===== src/rtl/count_extender_if.sv =====
// Handshake bundle for count_extender: sample input side and record output side.
// The slave modport is the extender; the master modport is its environment.
interface count_extender_if #(
   parameter int IN_W    = 4,
   parameter int EPOCH_W = 8
);
   logic                    in_valid;
   logic [IN_W-1:0]         in_data;
   logic                    in_ready;
   logic                    out_valid;
   logic                    out_ready;
   logic [IN_W+EPOCH_W-1:0] out_count;
   logic [IN_W-1:0]         out_delta;
   logic                    out_wrap;
   logic                    out_gap;
   logic                    sat;

   modport master (
      output in_valid, in_data, out_ready,
      input  in_ready, out_valid, out_count,
      input  out_delta, out_wrap, out_gap, sat
   );

   modport slave (
      input  in_valid, in_data, out_ready,
      output in_ready, out_valid, out_count,
      output out_delta, out_wrap, out_gap, sat
   );
endinterface


===== src/rtl/count_extender.sv =====
// Widens a narrow wrap-around counter into a monotonic count with an epoch
// counter, flagging wraps, skips and repeats through a registered output.
module count_extender #(
   parameter int IN_W        = 4,
   parameter int EPOCH_W     = 8,
   parameter int EXPECT_STEP = 1
) (
   input  logic       clk,
   input  logic       rst,
   count_extender_if.slave bus
);
   localparam logic [1:0] IDLE = 2'd0;
   localparam logic [1:0] RUN  = 2'd1;
   localparam logic [1:0] SAT  = 2'd2;

   localparam logic [EPOCH_W-1:0] EPOCH_MAX = '1;
   localparam logic [IN_W-1:0]    STEP      = IN_W'(EXPECT_STEP);

   logic [1:0]         state;
   logic [1:0]         state_nxt;
   logic [IN_W-1:0]    prev;
   logic [IN_W-1:0]    delta;
   logic [EPOCH_W-1:0] epoch;
   logic [EPOCH_W-1:0] epoch_nxt;
   logic               wrap;
   logic               gap;
   logic               sat_nxt;
   logic               accept;

   assign bus.in_ready = !bus.out_valid || bus.out_ready;
   assign accept       = bus.in_valid && bus.in_ready;

   // The record carries the already-updated epoch so it never lags.
   always_comb begin
      state_nxt = state;
      delta     = '0;
      wrap      = 1'b0;
      gap       = 1'b0;
      epoch_nxt = epoch;
      sat_nxt   = bus.sat;
      unique case (1'b1)
         (state == IDLE): begin
            state_nxt = RUN;
         end
         (state == RUN),
         (state == SAT): begin
            delta = bus.in_data - prev;
            wrap  = bus.in_data < prev;
            gap   = delta != STEP;
            if (wrap) begin
               if (epoch != EPOCH_MAX) begin
                  epoch_nxt = epoch + 1'b1;
               end else begin
                  sat_nxt   = 1'b1;
                  state_nxt = SAT;
               end
            end
         end
         default: begin
            state_nxt = IDLE;
         end
      endcase
   end

   always_ff @(posedge clk) begin
      if (rst) begin
         state         <= IDLE;
         prev          <= '0;
         epoch         <= '0;
         bus.out_valid <= 1'b0;
         bus.out_count <= '0;
         bus.out_delta <= '0;
         bus.out_wrap  <= 1'b0;
         bus.out_gap   <= 1'b0;
         bus.sat       <= 1'b0;
      end else if (accept) begin
         state         <= state_nxt;
         prev          <= bus.in_data;
         epoch         <= epoch_nxt;
         bus.out_valid <= 1'b1;
         bus.out_count <= {epoch_nxt, bus.in_data};
         bus.out_delta <= delta;
         bus.out_wrap  <= wrap;
         bus.out_gap   <= gap;
         bus.sat       <= sat_nxt;
      end else if (bus.out_ready) begin
         bus.out_valid <= 1'b0;
      end
   end
endmodule


===== src/flat_wrapper.sv =====
// flat-port wrapper written by rule: the top's interface ports become plain ports
module count_extender_flat 
#(
   parameter int IN_W        = 4,
   parameter int EPOCH_W     = 8,
   parameter int EXPECT_STEP = 1
)
  (clk, rst, bus_in_valid, bus_in_data, bus_out_ready, bus_in_ready, bus_out_valid, bus_out_count, bus_out_delta, bus_out_wrap, bus_out_gap, bus_sat);
  count_extender_if #(.IN_W(IN_W), .EPOCH_W(EPOCH_W)) bus_i ();
  input  logic clk;
  input  logic rst;
  input wire logic [$bits(bus_i.in_valid)-1:0] bus_in_valid;
  input wire logic [$bits(bus_i.in_data)-1:0] bus_in_data;
  input wire logic [$bits(bus_i.out_ready)-1:0] bus_out_ready;
  output wire logic [$bits(bus_i.in_ready)-1:0] bus_in_ready;
  output wire logic [$bits(bus_i.out_valid)-1:0] bus_out_valid;
  output wire logic [$bits(bus_i.out_count)-1:0] bus_out_count;
  output wire logic [$bits(bus_i.out_delta)-1:0] bus_out_delta;
  output wire logic [$bits(bus_i.out_wrap)-1:0] bus_out_wrap;
  output wire logic [$bits(bus_i.out_gap)-1:0] bus_out_gap;
  output wire logic [$bits(bus_i.sat)-1:0] bus_sat;
  assign bus_i.in_valid = bus_in_valid;
  assign bus_i.in_data = bus_in_data;
  assign bus_i.out_ready = bus_out_ready;
  assign bus_in_ready = bus_i.in_ready;
  assign bus_out_valid = bus_i.out_valid;
  assign bus_out_count = bus_i.out_count;
  assign bus_out_delta = bus_i.out_delta;
  assign bus_out_wrap = bus_i.out_wrap;
  assign bus_out_gap = bus_i.out_gap;
  assign bus_sat = bus_i.sat;
  count_extender #(.IN_W(IN_W), .EPOCH_W(EPOCH_W), .EXPECT_STEP(EXPECT_STEP)) u_core (.clk(clk), .rst(rst), .bus(bus_i));
endmodule

===== config.mk =====
export PLATFORM = sky130hd
export DESIGN_NAME = count_extender_flat
export DESIGN_NICKNAME = d
export VERILOG_FILES = /design/src/rtl/count_extender_if.sv /design/src/rtl/count_extender.sv /design/src/flat_wrapper.sv
export SDC_FILE = /design/constraint.sdc
export NUM_CORES = 1
export LEC_CHECK = 0
export BUFFER_PORTS_ARGS = -buffer_cell sky130_fd_sc_hd__buf_2
export CORE_ASPECT_RATIO = 0.7
export CORE_MARGIN = 8
export CORE_UTILIZATION = 30
export DETAILED_ROUTE_END_ITERATION = 10
export GPL_TIMING_DRIVEN = 0
export HOLD_SLACK_MARGIN = 0.06
export MAX_ROUTING_LAYER = met4
export SLEW_MARGIN = 5
export SYNTH_ARGS = -nofsm -noshare
export SYNTH_HDL_FRONTEND = slang
export SYNTH_SLANG_ARGS = --single-unit

===== constraint.sdc =====
create_clock -name clk -period 1.8 [get_ports clk]
set_input_delay 0.18 -clock clk [delete_from_list [all_inputs] [get_ports clk]]
set_output_delay 0.18 -clock clk [all_outputs]
set_load 0.05 [all_outputs]

Word-level counts from Yosys, hierarchy flattened
Index checks and enable logic that the tools add are counted.
Widths: inputs -> output; s select.

storage, ports and cells
  register bits = 34
  input port bits = 8
  output and inout bits = 21
  word-level logic and storage cells = 38

cells by class
  $add $sub $neg = 2
  order comparisons = 1
  equality and inequality tests = 6
  multiplexer cells = 11
  bitwise operators = 1
  reduce and logical (&&, ||, !) cells = 8

operators with widths
  operator             count
  $mux 8               3
  $add 8x1->8 const B  1
  $ne 8x8->1 const B   1
  $lt 4x4->1           1
  $mux 1               4
  $mux 2               2
  $mux 4               1
  $ne 4x1->1 const B   1
  $pmux 2 s2           1
  $reduce_and 4->1     1
  $sub 4x4->4          1
  $reduce_and 3->1     1
  $eq 2x1->1 const B   1
  $eq 2x2->1 const B   1
  $logic_not 2->1      1
  $ne 2x1->1 const B   1
  $ne 2x2->1 const B   1
  $reduce_bool 2->1    1
  $reduce_or 2->1      1
  $logic_and 1x1->1    1
  $logic_not 1->1      1
  $logic_or 1x1->1     1
  $not 1->1            1

Logic depth before layout (Yosys ltp)
Gate-level depths: netlist of the first run.

  depth in word-level cells = 4
  mapped depth = 7
  depth with buffers taken out = 7

Least setup slack after synthesis of the first run
Ideal clock, no wire load.

  path type = flip-flop to flip-flop
  start point = register, netlist name u_core.bus.out_count[0]
  end point = register u_core.bus.out_count[4]
  library setup time = 0.123 ns
  data arrival time = 2.013 ns
  data required time = 1.677 ns
  path slack = -0.337 ns
  stages on the path, launching flop included = 7
  path buffers = 0
  period minus slack after synthesis = 2.137 ns
  cells stage by stage = dfxtp_1 -> ha_1 -> fa_1 -> nand2b_2 -> a21oi_4 -> nor3_2 -> mux2_1

RTL lines
  what                  line                     text
  end signal, assigned  count_extender.sv:81     bus.out_count <= {epoch_nxt, bus.in_data};
  end, declared         count_extender_if.sv:26  output in_ready, out_valid, out_count,

==> results by group, run 1 <==
Cells and area
  • Filler cell count in the final layout: 407
  • Post-layout nets: 196
  • Most frequent cells in the layout: buf_2, dfxtp_1, nand2_1
  • Fraction of final layout cells with drive strength greater than 1: 36.11%
  • Final antenna diode count: 0
  • Most common cell after layout, fill and taps aside: buf_2
  • Non-Filler Cell Area, Final: 1650 um2
  • Synth-to-layout area growth: 30.46%

Synthesis
  • Number of enable-type register cells in the synthesized netlist: 0
  • Summed instance area of the synthesized netlist: 1265 um2
  • Post-synthesis instance total: 145
  • Fraction of the mapped netlist area in adder cells: 7.517%
  • Area fraction in compound gates after synthesis: 16.62%
  • Combinational family with the most area after synthesis: simple AND/OR/NAND/NOR gates
  • Number of library cell types mapped by synthesis: 45
  • Post-synthesis cell type with the largest combined area: dfxtp_1
  • Share of async-settable or async-resettable flops after synthesis: 0%
  • Flops & latches, synth: 22
  • Xor-xnor portion of the synthesized cell area: 1.385%
  • Simple-Gate Fraction of Synth Area: 29.77%
  • Mean Syn Cell Area: 8.724 um2
  • Mux contribution to synthesized area: 3.462%
  • Area share of the leading cell type in the synthesized netlist: 34.82%
  • Predominant post-synthesis flop cell: dfxtp_1
  • Yosys Warn Count: 0
  • Portion of the post-synthesis area used by sequential elements: 34.82%
  • Largest cells by area after synthesis: dfxtp_1, ha_1, a21oi_1, nand2_1, nand3b_1
  • Net count after synthesis: 160

Setup path
  • Highest fanout seen on the critical path: 6
  • Cell with the biggest individual delay on the critical path: dfxtp_4
  • Critical path buffers and inverters: 0
  • Kind of capture point of the worst setup path: flip-flop
  • Arrival time at the worst endpoint: 1.97 ns
  • CP delay by family, top: adder cells
  • Critical Path Max Stage Delay: 0.36 ns
  • Worst-path cell chain: ha_4 > fa_2 > nand2b_4 > a21oi_4 > nor3_4 > mux2_4
  • CP required: 1.96 ns
  • Worst Path Class, Setup: flip-flop to flip-flop
  • Crit path launch type: flip-flop

Global routing
  • Vias in the first global route: 1092
  • Number of antenna violations at the first check in global routing: 0
  • Wire length of the first global-routing pass: 5.402 mm
  • Sum of overflow across all layers after global routing: 0
  • Largest net degree at the start of global routing: 13
  • Total global routing track utilization: 10.08%

Clock network
  • Insertion delay to the later sink of the worst-skew pair: 0.26 ns
  • Clock tree from TritonCTS: done
  • Number of buffers created by CTS: 3
  • # H-tree levels: 1
  • Root Buffer: clkbuf_8
  • Clock transition at the register clock pins on the worst setup and hold paths after CTS: 0.08 ns
  • Number of buffers added to fix hold violations after cts: 0
  • Clock tree buffer depth: 2
  • TritonCTS sink count: 22

Timing
  • Setup repair after global routing missed its margin: true
  • Number of endpoints failing setup at the final stage: 2
  • Slack of the critical path: -0.01067 ns
  • Final Critical Period: 1.811 ns
  • Final Skew: 0.003178 ns
  • Achievable frequency: 552.3 MHz
  • Slew Limit Fails: 0
  • Max_slew headroom: 64.53%
  • Final Hold Vio Count: 0
  • Hold_ws: 0.1466 ns
  • Ratio of final minimum period to clock period: 100.6%
  • Worst-margin pin slew: 0.5321 ns

Routing
  • Pre-Repair DR Iteration Count: 4
  • Iter 0 DRT Violations: 65
  • Vias post-DR: 1132
  • DRC Markers: 0
  • Post-Route WL: 3.071 mm
  • Detail-routed via count per cell: 4.879
  • Antenna Violating Nets Remaining: 0
  • WL per Instance: 13.24 um

Floorplanning
  • Count of standard-cell rows: 19
  • CORE AREA: 3994 um2
  • Die area: 6584 um2
  • Die boundary width: 93.61 um
  • Initial Util: 31.67%
  • Height of the chip: 70.33 um
  • # IOs: 29

Status
  • Violated checks: negative setup slack
  • Run status: complete, but fails checks

Pwr
  • Final Power: 1.155 mW
  • Max rail drop VDD: 0.2497 mV
  • Total power per unit cell area: 699.6 nW/um2
  • Reported leakage power: 0.6553 nW

Placed design
  • Final weighted congestion of routability-driven global placement: 0.7714
  • Count of input and output buffers: 27
  • Post-DP Area: 1520 um2
  • Detailed Place HPWL: 2.235 mm

Flow run
  • Max-capacitance violation count: 0

Hold path
  • Kind of path behind the tightest hold check: primary input to flip-flop
## final cells by class
type	count	area, um2	share of cell area (%)
multi-input combinational	108	827.0	50.11
inverter	8	30.03	1.820
clock buffer	4	45.04	2.729
tap	52	65.06	3.942
timing repair buffer	31	177.7	10.77
sequential	22	452.9	27.45
buffer	7	52.55	3.184
## per-stage QoR
step	instances	worst slack (ns)	util [%]	TNS, ns
final	232	-0.01067	41.32	-0.01355
after global routing	232	-0.06649	41.32	-0.2520
after CTS	231	-0.01477	40.44	-0.01854
after detailed placement	224	-0.1172	38.06	-0.3136
after global placement	224	-0.1108	38.06	-0.2966
after floorplan	145	-0.08128	-	-0.2622
## worst paths after layout
path / start / endpoint / slack (ns) / depth (start not counted)
worst max-delay path: u_core.bus.out_count[0]$_SDFFE_PP0P_ / u_core.bus.out_count[4]$_SDFFE_PP0P_ / -0.01 / 6
worst min-delay path: rst / u_core.bus.out_count[0]$_SDFFE_PP0P_ / 0.15 / 2
worst max register to register: u_core.bus.out_count[0]$_SDFFE_PP0P_ / u_core.bus.out_count[4]$_SDFFE_PP0P_ / -0.01 / 6
worst min register to register: u_core.bus.out_delta[1]$_SDFFE_PP0P_ / u_core.bus.out_delta[1]$_SDFFE_PP0P_ / 0.45 / 2
## repair_timing
| item | 4_1_cts | 5_1_grt |
|---|---|---|
| setup endpoints to repair | 4 | 7 |
| gates resized for setup | 2 | 8 |
| pin swaps | 3 | 3 |
| buffers inserted | 3 | 1 |
## logic make-up after synthesis
| kind of cell | count (synthesis) |
|---|---|
| adders and majority gates | 7 |
| xor gates and xnor gates | 2 |
| AOI/OAI and AO/OA | 31 |
| DFF | 22 |
| muxes | 4 |
| buffers and inverters | 15 |
| and+or+nand+nor | 64 |
## layer usage
| layer | part of all wire (%) | vias up | global-route usage [%] |
|---|---|---|---|
| met1 | 54 | 519 | 13.34 |
| met3 | 2.8 | 2 | 2.348 |
| met4 | 1.1 | 0 | 2.627 |
| met5 | 0 | - | - |
| met2 | 43 | 21 | 14.90 |
| li1 | - | 590 | - |
## state kept, by name, summed over array words and instances, names as in the netlist
register	cells
u_core.bus.out_valid	1
u_core.bus.out_delta	4
u_core.state	2
u_core.bus.sat	1
u_core.bus.out_gap	1
u_core.bus.out_count	12
u_core.bus.out_wrap	1
## power by group
group          internal (mW)  leakage (nW)  switching (mW)  total [mW]
sequential             0.503         0.181          0.0114       0.514
combinational          0.126         0.451           0.194       0.319
clock                  0.158        0.0228           0.163       0.321
total                  0.786         0.655           0.368        1.15
## Yosys cell counts (2+ instances only)
master and n:
or4_1 3, a211oi_1 2, inv_1 8, clkbuf_8 2, mux2_1 3, o21ai_0 2
nor4_1 2, nor2_2 3, nor2_1 7, o31ai_1 3, nand3_1 4, nand4_1 3
nand2_1 17, nor3b_1 2, a41oi_1 2, ha_1 6, nand2b_1 4, dfxtp_1 22
nor2b_1 4, a21oi_1 14, nand3b_1 6, clkbuf_1 3
Power figures use the tool's default switching activity.
==> run 2, diff against run 1 <==
--- a/config.mk
+++ b/config.mk
@@ -6,7 +6,6 @@
 export NUM_CORES = 1
 export LEC_CHECK = 0
 export BUFFER_PORTS_ARGS = -buffer_cell sky130_fd_sc_hd__buf_2
-export CORE_ASPECT_RATIO = 0.7
 export CORE_MARGIN = 8
 export CORE_UTILIZATION = 30
 export DETAILED_ROUTE_END_ITERATION = 10
==> results by group, run 2 (synthesis results as in run 1) <==
Routing
  • Antenna Violating Nets Remaining: 0 (unchanged)
  • Post-Route WL: 3.061 mm (was 3.071 mm)
  • Detail-routed via count per cell: 4.953 (was 4.879)
  • Vias post-DR: 1154 (was 1132)
  • WL per Instance: 13.14 um (was 13.24 um)
  • DRC Markers: 0 (unchanged)
  • Pre-Repair DR Iteration Count: 4 (unchanged)
  • Iter 0 DRT Violations: 30 (was 65)

Placed design
  • Detailed Place HPWL: 2.275 mm (was 2.235 mm)
  • Post-DP Area: 1518 um2 (was 1520 um2)
  • Number of placed instances, taps included: 222 (was 224)
  • Final weighted congestion of routability-driven global placement: 0.8233 (was 0.7714)
  • Count of input and output buffers: 27 (unchanged)

Setup path
  • CP required: 1.95 ns (was 1.96 ns)
  • Worst Path Class, Setup: flip-flop to flip-flop (unchanged)
  • Crit path launch type: flip-flop (unchanged)
  • Kind of capture point of the worst setup path: flip-flop (unchanged)
  • Highest fanout seen on the critical path: 5 (was 6)
  • Critical path buffers and inverters: 0 (unchanged)
  • CP delay by family, top: adder cells (unchanged)
  • Arrival time at the worst endpoint: 1.91 ns (was 1.97 ns)
  • Flop-to-flop setup slack: 0.04 ns (was -0.01 ns)
  • Worst-path cell chain: ha_4 > fa_2 > nand2b_4 > a21oi_4 > nor4_2 > mux2_1 (was ha_4 > fa_2 > nand2b_4 > a21oi_4 > nor3_4 > mux2_4)
  • Cell with the biggest individual delay on the critical path: dfxtp_4 (unchanged)
  • Critical Path Max Stage Delay: 0.36 ns (about the same)

Clock network
  • Clock tree buffer depth: 2 (unchanged)
  • Insertion delay to the later sink of the worst-skew pair: 0.26 ns (about the same)
  • Clock tree from TritonCTS: done (unchanged)
  • # H-tree levels: 1 (unchanged)
  • TritonCTS sink count: 22 (unchanged)
  • Number of buffers created by CTS: 3 (unchanged)
  • Root Buffer: clkbuf_8 (unchanged)
  • Clock transition at the register clock pins on the worst setup and hold paths after CTS: 0.08 ns (about the same)

Floorplanning
  • # IOs: 29 (unchanged)
  • Initial Util: 31.40% (was 31.67%)
  • CORE AREA: 4029 um2 (was 3994 um2)
  • Die boundary width: 80.94 um (was 93.61 um)
  • Height of the chip: 80.94 um (was 70.33 um)
  • Count of standard-cell rows: 23 (was 19)
  • Die area: 6550 um2 (was 6584 um2)

Timing
  • Final Hold Vio Count: 0 (unchanged)
  • Achievable frequency: 568.2 MHz (was 552.3 MHz)
  • Max_slew headroom: 71.04% (was 64.53%)
  • Setup repair after global routing missed its margin: true (unchanged)
  • Worst-margin pin slew: 0.4344 ns (was 0.5321 ns)
  • Hold_ws: 0.1359 ns (was 0.1466 ns)
  • Final Critical Period: 1.760 ns (was 1.811 ns)
  • Final TNS setup: 0 ns (was -0.01355 ns)
  • Number of endpoints failing setup at the final stage: 0 (was 2)
  • Final Skew: 0.002087 ns (was 0.003178 ns)
  • Ratio of final minimum period to clock period: 97.78% (was 100.6%)
  • Slew Limit Fails: 0 (unchanged)

Global routing
  • Vias in the first global route: 1159 (was 1092)
  • Sum of overflow across all layers after global routing: 0 (unchanged)
  • Number of antenna violations at the first check in global routing: 0 (unchanged)
  • Wire length of the first global-routing pass: 5.292 mm (was 5.402 mm)
  • Total global routing track utilization: 10.32% (was 10.08%)
  • Largest net degree at the start of global routing: 13 (unchanged)

Cells and area
  • Non-filler cells in the finished layout: 233 (was 232)
  • Final core occ: 40.40% (was 41.32%)
  • Post-layout nets: 199 (was 196)
  • Seq. cell area: 452.9 um2 (unchanged)
  • Final antenna diode count: 0 (unchanged)
  • Synth-to-layout area growth: 28.68% (was 30.46%)
  • Fraction of final layout cells with drive strength greater than 1: 34.43% (was 36.11%)
  • Top flop regs: u_core.bus.out_count x12, u_core.bus.out_delta x4, u_core.state x2 (unchanged)
  • Register ranked first by flip-flop count: u_core.bus.out_count (unchanged)
  • Flip-flop count of the largest register, all copies and words added: 12 (unchanged)
  • Non-Filler Cell Area, Final: 1628 um2 (was 1650 um2)
  • Filler cell count in the final layout: 443 (was 407)
  • Multi-input gate area in the final layout: 804.5 um2 (was 827.0 um2)
  • Most common cell after layout, fill and taps aside: buf_2 (unchanged)
  • Most frequent cells in the layout: buf_2, dfxtp_1, nand2_1 (unchanged)

Pwr
  • Switch share: 31.59% (was 31.90%)
  • Reg power frac: 45.1% (was 44.5%)
  • Max rail drop VDD: 0.3601 mV (was 0.2497 mV)
  • Reported leakage power: 0.6560 nW (was 0.6553 nW)
  • Total power per unit cell area: 699.6 nW/um2 (about the same)
  • Int Pwr: 0.7791 mW (was 0.7862 mW)
  • Comb power frac: 27.1% (was 27.7%)
  • Part of the total power dissipated in the clock network: 27.9% (was 27.8%)
  • Total net switching power: 0.3597 mW (was 0.3683 mW)

Hold path
  • Kind of path behind the tightest hold check: primary input to flip-flop (unchanged)

Status
  • Run status: finished, final reports clean (was complete, but fails checks)

Flow run
  • Max-capacitance violation count: 0 (unchanged)
-- run 2: cell types whose count changed in the layout (fill, tap and decap cells not counted), sizes merged --
cell / delta
buf: +2
a21oi: +1
-- run 2: metal layers --
metal	vias up	part of all wire [%]	track usage, %
met3	4	5.6	3.311
met5	-	0	-
li1	592	-	-
met2	24	47	16.76
met1	534	47	12.18
met4	0	0.65	2.143
-- run 2: power groups by stage --
stage	sequential (mW)	combinational [mW]	clock, mW
2_1_floorplan	0.574	0.173	0
3_3_place_gp	0.525	0.280	0
3_5_place_dp	0.526	0.282	0
4_1_cts	0.515	0.298	0.335
5_1_grt	0.517	0.340	0.358
6_report	0.513	0.308	0.317
-- run 2: final cells by class --
cell class                 instances  area share [%]
inverter                           8           1.845
tap                               50           3.843
timing repair buffer              33           11.07
multi-input combinational        109           49.42
clock buffer                       4           2.767
buffer                             7           3.228
sequential                        22           27.82
-- run 2: what timing repair did --
item / CTS / global route
resized for setup: 0 / 5
pin swaps: 2 / 2
gates cloned: 1 / 0
buffers inserted: 3 / 3
hold buffers: 0 / 0
endpoints found under the setup margin: 4 / 8
-- run 2: final timing paths --
check / end / start / cells past startpoint
max: u_core.bus.out_count[9]$_SDFFE_PP0P_ / u_core.bus.out_count[0]$_SDFFE_PP0P_ / 6
min: u_core.bus.out_count[0]$_SDFFE_PP0P_ / rst / 2
min reg2reg: u_core.bus.out_delta[1]$_SDFFE_PP0P_ / u_core.bus.out_delta[1]$_SDFFE_PP0P_ / 2
max reg2reg: u_core.bus.out_count[9]$_SDFFE_PP0P_ / u_core.bus.out_count[0]$_SDFFE_PP0P_ / 6
-- run 2: stage by stage --
stage | worst slack (ns) | power (mW)
floorplan | -0.08128 | 0.7472
global placement | -0.1007 | 0.8057
detailed placement | -0.1082 | 0.8086
CTS | 0.0005247 | 1.148
global route | -0.03304 | 1.216
finish | 0.03998 | 1.139
-- run 2: worst register-to-register path, stage by stage (launching register included) --
cell      delay, ns
dfxtp_4        0.36
ha_4           0.16
fa_2           0.34
nand2b_4       0.17
a21oi_4        0.24
nor4_2         0.07
mux2_1         0.32
